`src/rtl/hdmi_qsys_pio_in.sv`:
```
// Avalon-MM input PIO: synchronises and debounces external inputs, captures
// selected edges into a W1C register and raises a maskable level interrupt.
module hdmi_qsys_pio_in #(
  parameter int unsigned WIDTH           = 5,
  parameter int unsigned DEBOUNCE_CYCLES = 50000,
  parameter int unsigned EDGE_TYPE       = 0
) (
  input  logic             clk,
  input  logic             reset_n,
  input  logic [1:0]       address,
  input  logic             chipselect,
  input  logic             write_n,
  input  logic [31:0]      writedata,
  input  logic [WIDTH-1:0] in_port,
  output logic [31:0]      readdata,
  output logic             irq
);

  localparam logic [1:0] ADDR_DATA = 2'd0;
  localparam logic [1:0] ADDR_MASK = 2'd2;
  localparam logic [1:0] ADDR_EDGE = 2'd3;

  logic [WIDTH-1:0] sync1_q, sync2_q;
  logic [WIDTH-1:0] stable_q, stable_d;
  logic [WIDTH-1:0] prev_q;
  logic [WIDTH-1:0] edge_q, edge_d;
  logic [WIDTH-1:0] mask_q, mask_d;
  logic [WIDTH-1:0] rise_c, fall_c, sel_c, clr_c;
  logic             wr_c;
  logic             wdata_unused;

  // Bits of writedata above WIDTH are intentionally dropped.
  assign wdata_unused = ^writedata;

  // Synchroniser, debounced level, edge history and software registers.
  always_ff @(posedge clk or negedge reset_n) begin
    if (!reset_n) begin
      sync1_q  <= '0;
      sync2_q  <= '0;
      stable_q <= '0;
      prev_q   <= '0;
      edge_q   <= '0;
      mask_q   <= '0;
    end else begin
      sync1_q  <= in_port;
      sync2_q  <= sync1_q;
      stable_q <= stable_d;
      prev_q   <= stable_q;
      edge_q   <= edge_d;
      mask_q   <= mask_d;
    end
  end

  generate
    if (DEBOUNCE_CYCLES == 0) begin : g_bypass
      always_comb stable_d = sync2_q;
    end else begin : g_debounce
      localparam int unsigned    CNT_W    = $clog2(DEBOUNCE_CYCLES + 1);
      localparam logic [CNT_W-1:0] CNT_LAST = CNT_W'(DEBOUNCE_CYCLES - 1);

      logic [CNT_W-1:0] cnt_q [WIDTH];
      logic [CNT_W-1:0] cnt_d [WIDTH];

      // A bit must disagree with its accepted level for DEBOUNCE_CYCLES
      // consecutive cycles; any agreement restarts the count.
      always_comb begin
        stable_d = stable_q;
        for (int i = 0; i < WIDTH; i++) begin
          cnt_d[i] = '0;
          if (sync2_q[i] != stable_q[i]) begin
            if (cnt_q[i] == CNT_LAST) begin
              stable_d[i] = sync2_q[i];
            end else begin
              cnt_d[i] = cnt_q[i] + CNT_W'(1);
            end
          end
        end
      end

      always_ff @(posedge clk or negedge reset_n) begin
        if (!reset_n) begin
          for (int i = 0; i < WIDTH; i++) cnt_q[i] <= '0;
        end else begin
          cnt_q <= cnt_d;
        end
      end
    end
  endgenerate

  // Edge selection, W1C clear (capture wins) and mask load.
  always_comb begin
    rise_c = stable_q & ~prev_q;
    fall_c = ~stable_q & prev_q;
    if (EDGE_TYPE == 0) begin
      sel_c = rise_c;
    end else if (EDGE_TYPE == 1) begin
      sel_c = fall_c;
    end else begin
      sel_c = rise_c | fall_c;
    end
    wr_c   = chipselect & ~write_n;
    clr_c  = (wr_c && address == ADDR_EDGE) ? writedata[WIDTH-1:0] : '0;
    edge_d = (edge_q & ~clr_c) | sel_c;
    mask_d = (wr_c && address == ADDR_MASK) ? writedata[WIDTH-1:0] : mask_q;
  end

  // Zero-wait-state read mux; address 1 and unused upper bits read 0.
  always_comb begin
    readdata = '0;
    case (address)
      ADDR_DATA: readdata = 32'(stable_q);
      ADDR_MASK: readdata = 32'(mask_q);
      ADDR_EDGE: readdata = 32'(edge_q);
      default:   readdata = '0;
    endcase
  end

  assign irq = |(edge_q & mask_q);

endmodule

```
`config.mk`:
```
export PLATFORM = sky130hd
export DESIGN_NAME = hdmi_qsys_pio_in
export DESIGN_NICKNAME = d
export VERILOG_FILES = /design/src/rtl/hdmi_qsys_pio_in.sv
export SDC_FILE = /design/constraint.sdc
export NUM_CORES = 1
export LEC_CHECK = 0
export CAP_MARGIN = 10
export CORE_ASPECT_RATIO = 1.75
export CORE_UTILIZATION = 30
export DETAILED_ROUTE_END_ITERATION = 7
export PLACE_DENSITY = 0.51
export SYNTH_ARGS = -nofsm -noshare
export SYNTH_HDL_FRONTEND = slang
export SYNTH_SLANG_ARGS = --single-unit
```
`constraint.sdc`:
```
create_clock -name clk -period 2.6 [get_ports clk]
set_input_delay 0.52 -clock clk [delete_from_list [all_inputs] [get_ports clk]]
set_output_delay 0.52 -clock clk [all_outputs]
set_load 0.03 [all_outputs]
```
---- Word-level counts from Yosys, hierarchy flattened ----
Cells that the tools add are included.
word-level totals
  register bits after elaboration ......... 110
  input bits .............................. 43
  output and inout bits ................... 33
  word-level logic and storage cells ...... 61
operators by class
  add/subtract/negate cells ............... 5
  equality and inequality tests ........... 12
  multiplexer cells ....................... 12
  bitwise logic cells ..................... 8
  reduce and logical (&&, ||, !) cells .... 9
operator list
  cell                                           count
  two-way mux 16 bit                             10
  adder 16 x 1 -> 16 bit, second input constant  5
  equality test 16 bit, second input constant    5
  bitwise AND 5 bit                              3
  case mux 5 bit (3 select lines)                1
  inverter 5 bit                                 2
  AND reduction 2 bit                            5
  two-way mux 5 bit                              1
  != test 1 bit                                  5
  OR 5 bit                                       1
  OR reduction 5 bit                             1
  equality test 2 bit, second input constant     2
  logical AND 1 bit                              2
  logical NOT 2 bit                              1
  bitwise AND 1 bit                              1
  inverter 1 bit                                 1

---- Logic depth before layout (Yosys ltp) ----
  word-level depth ........................ 7
  mapped depth ............................ 6
  depth with buffers taken out ............ 5

---- Worst setup path before layout ----
Ideal clock, no wire load.
  kind .................................... input -> output
  start ................................... input port address[1]
  end ..................................... output port readdata[0]
  data arrival time ....................... 1.678 ns
  setup slack ............................. 0.402 ns
  stages on the path ...................... 3
  buffers on the path ..................... 1
  cells stage by stage .................... clkbuf_1 mux2i_1 o21ai_0
on the way
  word-level cells in the longest chain between the ends .. 2
  elaborated cells on any way between the ends .. 4
ends and longest elaborated chain
  item                                                      RTL line  text
  start: declaration                                        10        input logic [1:0] address,
  equality test 2 bit or logical NOT 2 bit (tied branches)  110       case (address)
  case mux 5 bit (3 select lines) *                         110
  end: declaration                                          15        output logic [31:0] readdata,
Every way passes the cells marked *; elsewhere a longest branch is shown, timed or not.

---- Final worst setup path ----
Same ends and word-level chain as after synthesis.

==> impl_metrics.py <==
metrics = {
    "clock_tree": {
        "postCtsHoldBufs": 0,
        "clockBufferDepth": 2,
        "htreeDepth": 3,
        "cts_resized": 0,
        "cts_tree": "built",
        "cts_inserted_buffers": 9,
        "clock_latency_ps": 350,
        "clk_transition_reported_paths_ps": 80,
        "post-cts-setup-buffers": 0,
        "cts-root-buf": "clkbuf_16",
        "clock-sinks": 110,
    },
    "layout": {
        "final_cell_mix": "110 x dfrtp_1, 89 x nor2_1, 61 x xnor2_1",
        "fin_nets": 591,
        "syn2layout_area_growth_pct": 13.8,
        "final_common_cell": "dfrtp_1",
        "multi_input_area_sq_um": 2310,
        "regArea_sq_um": 2750,
        "fillers": 1708,
        "diodes": 0,
        "drive_above_1_share": 0.0876,
    },
    "status": {
        "outcome": "completed",
    },
    "place": {
        "io_buffers": 21,
        "routabilityCongestion": 0.815,
        "detailed_place_hpwl_microns": 7110,
    },
    "setup_path": {
        "arrival_ps": 1960,
        "reg2reg_slack_ps": 670,
        "r2r-start": "g_debounce.cnt_q[76]",
        "crit_path_start_kind": "input pin",
        "cpPeakStageDelay_ps": 680,
        "worst-r2r-cell-count": 5,
        "timing.critical_path.buf_inv": 2,
        "cp_top_family": "buffers and inverters",
        "timing.rr.end": "g_debounce.cnt_q[70]",
        "critPathKind": "in2out",
        "cpMaxStageDelayCell": "clkdlybuf4s50_1",
        "required_ps": 2080,
        "crit_chain": "clkdlybuf4s50_1 -> mux2i_1 -> o21ai_0 -> buf_12",
        "crit_path_end_kind": "output port",
        "cp_max_fo": 7,
    },
    "sta": {
        "period_share": 0.953,
        "clock_skew_ps": 8.77,
        "slew_viol_final": 0,
        "setup_viol": 0,
        "hold_viol": 0,
        "worstMarginPinSlew_ps": 532,
        "fmax_mhz": 404,
        "rsz0062_at_grt": "no",
        "layout_min_cycle_time_ps": 2480,
        "slew_headroom": 0.642,
        "hold_ws_ps": 130,
        "finalSetupTns_ps": 0,
    },
    "logic_synthesis": {
        "synth_top_family_by_area": "simple AND/OR/NAND/NOR gates",
        "synth_top_flop_cell": "dfrtp_1",
        "synth_xor_area_frac": 0.121,
        "synth.avg_cell_area_sq_um": 10.3,
        "async_flop_share": 1.00,
        "synth-edff-count": 0,
        "synth_compound_area_frac": 0.0296,
        "synth_seq_cells": 110,
        "synth_seq_area_share": 0.520,
        "postSynthCellCount": 512,
        "synth_fa_ha_area_frac": 0.0118,
        "yosys_warnings": 0,
        "synth-simple-area-share": 0.225,
        "yosysUniqueCellTypes": 37,
        "synth.area.mux_share": 0.0307,
        "netlist_area_sq_um": 5290,
    },
    "global_route": {
        "grt_antenna_before_repair": 0,
        "use_met3": 0.0228,
        "grt.met1_usage": 0.142,
        "grt_pass1_vias": 3588,
        "grt-ovfl-total": 0,
        "grt_max_degree": 45,
        "grt_usage": 0.122,
        "grt_pass1_wl_microns": 17000,
        "use_met2": 0.212,
        "grt-busiest-layer": "met2",
    },
    "floorplanning": {
        "die_area_sq_um": 18200,
        "die_h_microns": 178,
        "die_w_microns": 102,
        "fp-row-count": 63,
        "start_util": 0.309,
        "ioPinCount": 76,
        "core-area_sq_um": 17100,
    },
    "power_and_ir_drop": {
        "peakVddDrop_v": 0.000253,
        "pwr_density_cell_nw_per_um2": 586,
        "cellLeakagePower_nw": 2.44,
    },
    "run": {
        "maxCapViolCount": 0,
    },
    "drt": {
        "dr.pass1.iters": 4,
        "drc": 0,
        "avgRoutedWirePerCell_microns": 12.7,
        "routed_wl_microns": 9870,
        "viasPerCell": 4.64,
        "ant_nets": 0,
        "vias": 3595,
        "drtIter0Drc": 106,
    },
    "min_path": {
        "min_path_type": "in2async",
    },
}
## synth_stat cells, types with 2 or more instances
| cell | number | area (sq um) |
|---|---|---|
| nor4_1 | 22 | 138 |
| or2_1 | 2 | 12.5 |
| buf_4 | 27 | 203 |
| and4bb_2 | 2 | 25.0 |
| buf_2 | 2 | 10.0 |
| inv_1 | 20 | 75.1 |
| nand3_1 | 32 | 160 |
| ha_1 | 5 | 62.6 |
| and3_1 | 6 | 37.5 |
| nand4_1 | 19 | 119 |
| or4_1 | 2 | 15.0 |
| nor3_1 | 19 | 95.1 |
| dfrtp_1 | 110 | 2750 |
| and4b_1 | 2 | 20.0 |
| nand3b_1 | 2 | 15.0 |
| nor4bb_1 | 2 | 20.0 |
| nand3_4 | 2 | 35.0 |
| a21oi_1 | 2 | 10.0 |
| clkbuf_1 | 3 | 11.3 |
| xnor2_1 | 61 | 534 |
| xor2_1 | 12 | 105 |
| nand2_1 | 29 | 109 |
| o21ai_0 | 10 | 50.1 |
| nor4b_2 | 2 | 30.0 |
| mux2_2 | 10 | 113 |
| nor2_1 | 89 | 334 |
| o41ai_4 | 2 | 55.1 |
| o31ai_1 | 2 | 15.0 |
| buf_6 | 2 | 22.5 |
| mux2i_1 | 5 | 50.1 |
## flip-flops by register name, summed over array words and instances (netlist names)
name,flops
stable_q,5
sync2_q,5
edge_q,5
g_debounce.cnt_q,80
prev_q,5
sync1_q,5
mask_q,5
## through the flow
stage	instances	power [mW]	util	area, sq um	setup WS, ps
2_1_floorplan	538	2.06	-	5390	402
3_3_place_gp	759	2.17	0.335	5720	92.8
3_5_place_dp	759	2.18	0.335	5720	103
4_1_cts	775	3.60	0.352	6020	75.8
5_1_grt	775	3.69	0.352	6020	55.7
6_report	775	3.53	0.352	6020	122
## logic make-up (layout without fill, tap and decap cells)
group / Yosys count / count (layout)
XOR/XNOR: 73 / 73
multiplexers: 15 / 15
flip-flops: 110 / 110
buffers and inverters: 54 / 64
AO/OA/AOI/OAI: 19 / 19
other: 1 / 27
adder cells (fa/ha/maj): 5 / 5
AND/OR/NAND/NOR: 235 / 235
## area by class of cell
cell class | instances | share of cell area
Sequential cell | 110 | 0.457
Multi-Input combinational cell | 374 | 0.384
Timing Repair Buffer | 28 | 0.0495
Clock inverter | 6 | 0.0114
Inverter | 20 | 0.0125
Clock buffer | 10 | 0.0380
Tap cell | 227 | 0.0472
## routing by layer
metal	part of all wire	wire, microns	vias up
met1	0.42	4140	1765
met2	0.53	5210	61
li1	-	-	1753
met4	0.024	233	0
met3	0.029	285	16
met5	0	0	-
## worst max-delay path by stage
stage,start,end,slack (ps),depth (start not counted)
after floorplan,address[1],readdata[0],400,3
after global placement,address[1],readdata[2],90,4
after detailed placement,address[1],readdata[0],100,4
after CTS,address[1],readdata[0],80,4
after global routing,address[1],readdata[2],60,4
final,address[1],readdata[0],120,4
## power breakdown
group | leakage, nW | switching, mW | total [mW] | internal (mW)
combinational | 0.813 | 0.199 | 0.316 | 0.117
sequential | 1.49 | 0.0501 | 1.82 | 1.77
clock | 0.143 | 0.641 | 1.40 | 0.755
total | 2.44 | 0.890 | 3.53 | 2.64
(Power assumes the default switching activity.)
